File: src/rtl/fifo_pkg.sv
// rtl/fifo_pkg.sv - shared types and helpers for the FIFO read-side stream stage
package fifo_pkg;

  localparam int WIDTH_DEF = 32;

  typedef logic [1:0] occ_t;

  // Ceiling log2; callers needing a non-zero width clamp the result themselves.
  function automatic int clog2(input int n);
    int w;
    w = 0;
    while ((1 << w) < n) w++;
    return w;
  endfunction

endpackage

File: src/rtl/stream_skid_buf.sv
// rtl/stream_skid_buf.sv - 2-entry valid/ready skid buffer with a capture port
module stream_skid_buf
  import fifo_pkg::*;
#(
  parameter int WIDTH = WIDTH_DEF
) (
  input  logic             clk,
  input  logic             reset,
  input  logic             cap_valid,
  input  logic [WIDTH-1:0] cap_data,
  output logic [WIDTH-1:0] m_data,
  output logic             m_valid,
  input  logic             m_ready,
  output occ_t             occupancy
);

  logic [WIDTH-1:0] d1;
  logic             v1;
  logic             xfer;

  assign xfer      = m_valid && m_ready;
  assign occupancy = occ_t'({1'b0, m_valid}) + occ_t'({1'b0, v1});

  // Entry 0 is the output register; entry 1 only fills while entry 0 is stalled.
  always_ff @(posedge clk or negedge reset) begin
    if (!reset) begin
      m_data  <= '0;
      m_valid <= 1'b0;
      d1      <= '0;
      v1      <= 1'b0;
    end else if (xfer) begin
      if (v1) begin
        m_data <= d1;
        v1     <= cap_valid;
        if (cap_valid) d1 <= cap_data;
      end else begin
        m_valid <= cap_valid;
        if (cap_valid) m_data <= cap_data;
      end
    end else if (cap_valid) begin
      if (!m_valid) begin
        m_data  <= cap_data;
        m_valid <= 1'b1;
      end else begin
        d1 <= cap_data;
        v1 <= 1'b1;
      end
    end
  end

endmodule

File: src/rtl/fifo_stream_reader.sv
// rtl/fifo_stream_reader.sv - paces FIFO reads and frames the words into fixed-length packets
module fifo_stream_reader
  import fifo_pkg::*;
#(
  parameter int WIDTH   = WIDTH_DEF,
  parameter int PKT_LEN = 16,
  parameter int CNT_W   = 16
) (
  input  logic             read_clk,
  input  logic             reset,
  input  logic             fifo_empty,
  input  logic [WIDTH-1:0] fifo_data,
  output logic             fifo_read_en,
  output logic [WIDTH-1:0] m_data,
  output logic             m_valid,
  input  logic             m_ready,
  output logic             m_last,
  output logic [CNT_W-1:0] word_count,
  output logic [CNT_W-1:0] pkt_count
);

  localparam int BW = (clog2(PKT_LEN) < 1) ? 1 : clog2(PKT_LEN);
  localparam logic [BW-1:0] LAST_BEAT = BW'(PKT_LEN - 1);

  logic          rd_pending;
  occ_t          occupancy;
  logic [BW-1:0] beat;
  logic          xfer;

  // fifo_empty lags the FIFO by a cycle, so a read is never issued right after another.
  assign fifo_read_en = reset && !fifo_empty && !rd_pending && (occupancy != 2'd2);

  stream_skid_buf #(
    .WIDTH(WIDTH)
  ) u_skid (
    .clk      (read_clk),
    .reset    (reset),
    .cap_valid(rd_pending),
    .cap_data (fifo_data),
    .m_data   (m_data),
    .m_valid  (m_valid),
    .m_ready  (m_ready),
    .occupancy(occupancy)
  );

  assign xfer   = m_valid && m_ready;
  assign m_last = m_valid && (beat == LAST_BEAT);

  always_ff @(posedge read_clk or negedge reset) begin
    if (!reset) begin
      rd_pending <= 1'b0;
      beat       <= '0;
      word_count <= '0;
      pkt_count  <= '0;
    end else begin
      rd_pending <= fifo_read_en;
      if (xfer) begin
        word_count <= word_count + CNT_W'(1);
        if (m_last) begin
          beat      <= '0;
          pkt_count <= pkt_count + CNT_W'(1);
        end else begin
          beat <= beat + BW'(1);
        end
      end
    end
  end

endmodule

File: config.mk
export PLATFORM = sky130hd
export DESIGN_NAME = fifo_stream_reader
export DESIGN_NICKNAME = d
export VERILOG_FILES = /design/src/rtl/fifo_pkg.sv /design/src/rtl/stream_skid_buf.sv /design/src/rtl/fifo_stream_reader.sv
export SDC_FILE = /design/constraint.sdc
export NUM_CORES = 1
export LEC_CHECK = 0
export CORE_AREA = 3 3 99 101
export CTS_CLUSTER_DIAMETER = 30
export DETAILED_ROUTE_END_ITERATION = 6
export DIE_AREA = 0 0 102 104
export PLACE_DENSITY_LB_ADDON = 0.1
export SETUP_SLACK_MARGIN = 0.1
export SLEW_MARGIN = 40
export SYNTH_ARGS = -nofsm -noshare
export SYNTH_HDL_FRONTEND = slang
export SYNTH_SLANG_ARGS = --single-unit
File: constraint.sdc
create_clock -name read_clk -period 1.7 [get_ports read_clk]
set_clock_uncertainty 0.05 [all_clocks]
set_input_delay 0.34 -clock read_clk [delete_from_list [all_inputs] [get_ports read_clk]]
set_output_delay 0.34 -clock read_clk [all_outputs]
set_load 0.02 [all_outputs]
# After elaboration in Yosys (flattened, before gate mapping)
# Cells that the tools add are included.
[word_totals] word_cells=50 register_bits=103 output_inout_bits=67
[classes] n_reduce_logical=15 add_sub_neg=4 muxes=17 n_eq_ne=6
[ops] operator="32-bit 2-to-1 mux" count=9
[ops] operator="16-bit by 1-bit adder with 16-bit output (second input constant)" count=2
[ops] operator="2-bit inequality test (second input constant)" count=4
[ops] operator="1-bit 2-to-1 mux" count=7
[ops] operator="2-bit AND reduction" count=3
[ops] operator="2-bit nonzero test" count=3
[ops] operator="1-bit logical AND" count=5
[ops] operator="4-bit by 1-bit adder with 4-bit output (second input constant)" count=1
[ops] operator="4-bit equality test (second input constant)" count=1
[ops] operator="4-bit 2-to-1 mux" count=1
[ops] operator="4-bit AND reduction" count=1
[ops] operator="3-bit AND reduction" count=1
[ops] operator="1-bit by 1-bit adder with 2-bit output" count=1
[ops] operator="1-bit zero test" count=2
[ops] operator="2-bit by 1-bit inequality test with 1-bit output (second input constant)" count=1

# Longest topological paths before layout
[depth] word_depth=4 mapped_depth=7 depth_no_buf=5

# By module
# From an unflattened synthesis, not the netlist that was laid out.
[hier_totals] hier_cells=403 hier_area_um2=4798.4
[modules_own_cells] module="stream_skid_buf" area_each_um2=3100.5 cells_each=262 n_inst=1 seq_area_each_um2=1651.6
[modules_own_cells] module="fifo_stream_reader" area_each_um2=1697.9 cells_each=141 n_inst=1 seq_area_each_um2=925.9

# Worst setup path before layout
# Ideal clock, no wire load.
[synth_path] path_type="input -> register" from="input port m_ready" to="register u_skid.d1[10]" arrival_ns=1.359 setup_time_ns=0.125 setup_slack_ns=0.166 stages=5 path_cell_list="buf_4 inv_2 o211ai_2 buf_6 mux2_2"
[synth_between] elab_chain_len=3
[synth_rtl] item="from (decl)" line="fifo_stream_reader.sv:16" source="input logic m_ready,"
[synth_rtl] item="1-bit logical AND *" line="stream_skid_buf.sv:21" source="assign xfer = m_valid && m_ready;"
[synth_rtl] item="2-bit by 1-bit inequality test with 1-bit output (no line) / 2-bit nonzero test (equally long branches)"
[synth_rtl] item="4-bit AND reduction (no line)"
[synth_rtl] item="to (signal assigned)" line="stream_skid_buf.sv:35" source="if (cap_valid) d1 <= cap_data;"
[synth_rtl] item="to (signal assigned)" line="stream_skid_buf.sv:45" source="d1 <= cap_data;"
[synth_rtl] item="to (decl)" line="stream_skid_buf.sv:17" source="logic [WIDTH-1:0] d1;"
# Mark *: on every way between the ends. The rest lies on a longest branch, timed or not.
# A chain may end at the register's enable or synchronous reset.

# Worst setup path in the final report
[layout_path] from="register rd_pending" to="output port fifo_read_en"
[layout_between] elab_chain_len=3
[layout_rtl] item="from (decl)" line="fifo_stream_reader.sv:25" source="logic rd_pending;"
[layout_rtl] item="from (signal assigned)" line="fifo_stream_reader.sv:56" source="rd_pending <= fifo_read_en;"
[layout_rtl] item="1-bit zero test" line="fifo_stream_reader.sv:31" source="assign fifo_read_en = reset && !fifo_empty && !rd_pending && (occupancy != 2'd2);"
[layout_rtl] item="1-bit logical AND (2 in series)" line="fifo_stream_reader.sv:31"
[layout_rtl] item="to (decl)" line="fifo_stream_reader.sv:13" source="output logic fifo_read_en,"
# Every way passes these cells.

==> results.yml <==
clocking:
  h-tree-depth: 3
  cts_inserted_buffers: 9
  cts-hold-fix-buffers: 0
  clk_pin_slew_ns: 0.10
  tritoncts: "done"
  clkLatencyLatePin_ns: 0.36
  root_buffer: "clkbuf_8"
  clockBufferDepth: 2
  clock-sinks: 103
timing:
  maxSlewViolCount: 0
  min_period_over_period_pct: 98.75
  setup_viol: 0
  fmax_mhz: 595.7
  holdWs_ns: -0.02837
  grt_setup_unrepaired: "true"
  min_period_ns: 1.679
  worst_pin_slew_ns: 0.5702
  hold_viol: 11
  relSlewSlack_pct: 61.99
layout:
  layout.nets: 535
  syn2layout_area_growth_pct: 40.76
  final_core_util_pct: 68.45
  drive_above_1_share_pct: 22.95
  diodes: 0
  fin_area_um2: 6235
critical_path:
  r2r_end: "pkt_count[15]"
  r2r-start: "beat[0]"
  cp-start-kind: "flop"
  worstSetupEndpointType: "primary output"
  crit_arrival_ns: 1.29
  reg2regPathDepth: 6
  crit_type: "reg -> out"
  crit_required_ns: 1.31
  r2r_setup_slack_ns: 0.10
  cp_max_fo: 2
synthesis:
  yosysMostFrequentCell: "dfrtp_1"
  ys_seq_area_share_pct: 58.19
  synth-edff-count: 0
  synth-xor-area-share_pct: 6.328
  ys_seq_elements: 103
  synth_fp_nets: 397
  synth_top_area_share_pct: 58.19
  yosysTopAreaCell: "dfrtp_1"
  yosys_most_used_dff: "dfrtp_1"
  ys_async_sr_fraction_pct: 100.0
  synthTopCellsByCount: "dfrtp_1, nand2_1, mux2_2"
  synthTopCellsByArea: "dfrtp_1, mux2_2, mux2i_1, xnor2_1, nand2_1"
  synth-simple-area-share_pct: 11.81
  yosysWarnings: 0
  synth_top_family_by_area: "multiplexers"
  synthAdderAreaFrac_pct: 0.8475
  syn_area_per_cell_um2: 12.37
  synth_cells: 358
  synthMuxAreaShare_pct: 16.13
  netlist-cell-type-count: 31
  synthesis.area_um2: 4429
  synth_compound_area_share_pct: 4.463
floorplan:
  floorplan.die_area_um2: 10610
  die-width_um: 102
  dieHeight_um: 104
  coreArea_um2: 9109
  start_util_pct: 48.63
  num_io_pins: 103
  row_count: 35
grt:
  grt_pass1_wl_um: 16040
  antenna_found_initial: 0
  grt_max_degree: 104
  first_global_vias: 3183
  grt-ovfl-total: 0
  grtUsageTotal_pct: 18.74
run_status:
  status: "finished, violations left"
  failed_checks: "hold timing"
run:
  maxCapViolCount: 0
drt:
  vias_per_cell: 5.095
  drt_iter0_drc: 65
  via_count: 3118
  drc: 0
  dr.pass1.iters: 4
  wl_um: 9456
  wl_per_cell_um: 15.45
  ant_nets: 0
placed_design:
  dpl.hpwl_um: 6175
  gp_congestion: 0.7838
  io_buffers: 102
  dpl_cell_area_um2: 5789
pwr:
  powerDensity_nw_per_um2: 1399
  vdd_drop_max_uv: 875.1
  p_leak_nw: 3.215
min_path:
  hp-class: "in -> async"
[metal layers]
metal	vias up	routed length (µm)	share of wire [%]	track usage, %
li1	1511	-	-	-
met1	1530	4227	45	25.69
met2	68	4658	49	29.76
met3	9	467	4.9	5.298
met4	0	103	1.1	4.030
met5	-	0	0	0
[through the flow]
step | TNS, ns | power [W] | setup WS [ns] | cells
2_1_floorplan | 0 | 0.005515 | 0.1664 | 358
3_3_place_gp | -16.07 | 0.007022 | -0.3034 | 586
3_5_place_dp | -15.84 | 0.007133 | -0.3088 | 586
4_1_cts | -0.01835 | 0.008708 | -0.01835 | 609
5_1_grt | -0.08978 | 0.009299 | -0.05392 | 612
6_report | 0 | 0.008722 | 0.02133 | 612
[sequential cells by signal, summed over array words and instances, names as in the netlist]
name            cells
u_skid.m_data      32
rd_pending          1
word_count         16
u_skid.m_valid      1
u_skid.v1           1
u_skid.d1          32
pkt_count          16
beat                4
[worst max-delay path by stage]
stage / cells past startpoint / slack, ns / startpoint / to
after global placement: 6 / -0.30 / m_ready / u_skid.d1[13]
after global routing: 3 / -0.05 / u_skid.m_valid / fifo_read_en
after floorplan: 5 / 0.17 / m_ready / u_skid.d1[10]
after detailed placement: 6 / -0.31 / m_ready / u_skid.d1[13]
after CTS: 3 / -0.02 / rd_pending / fifo_read_en
final: 3 / 0.02 / rd_pending / fifo_read_en
[cells in the final DEF (no fill, tap or decap), drive strengths merged, types with 5 or more instances in the layout]
cell type / synthesis / final
clkdlybuf4s50: 0 / 33
clkdlybuf4s15: 0 / 6
mux2i: 32 / 32
xnor2: 25 / 25
dfrtp: 103 / 103
nor2: 7 / 7
nor3: 5 / 5
nand3: 17 / 17
xor2: 7 / 7
buf: 9 / 42
o21ai: 33 / 33
mux2: 35 / 35
dlygate4sd2: 0 / 58
clkbuf: 6 / 14
nand2: 55 / 55
[worst max-delay path, cell delays in order (launching register included)]
cell and delay [ns]:
dfrtp_1 0.43, a21oi_2 0.17, and3b_1 0.21, buf_6 0.13
[area by class of cell]
type	count	area [µm²]
inverter	1	3.754
clock inverter	5	106.4
timing repair buffer	142	1445
clock buffer	11	131.4
tap	111	138.9
fill	729	2874
multi-input combinational	239	1829
sequential	103	2580
[timing repair]
item	in CTS	in global routing
cloned	3	2
buffers inserted	4	1
resized for setup	99	26
pin swaps	8	12
setup endpoints to repair	101	59
[cells by family after synthesis]
group,Yosys count
xor+xnor,32
compound gates,37
fa+ha+maj,3
simple gates,100
mux,67
flops,103
buf+inv,16
[power breakdown]
part / switching [W] / internal, W
sequential: 0.000539 / 0.00335
clock: 0.000831 / 0.000983
combinational: 0.00155 / 0.00147
total: 0.00292 / 0.00580
Power figures use the tool's default switching activity.
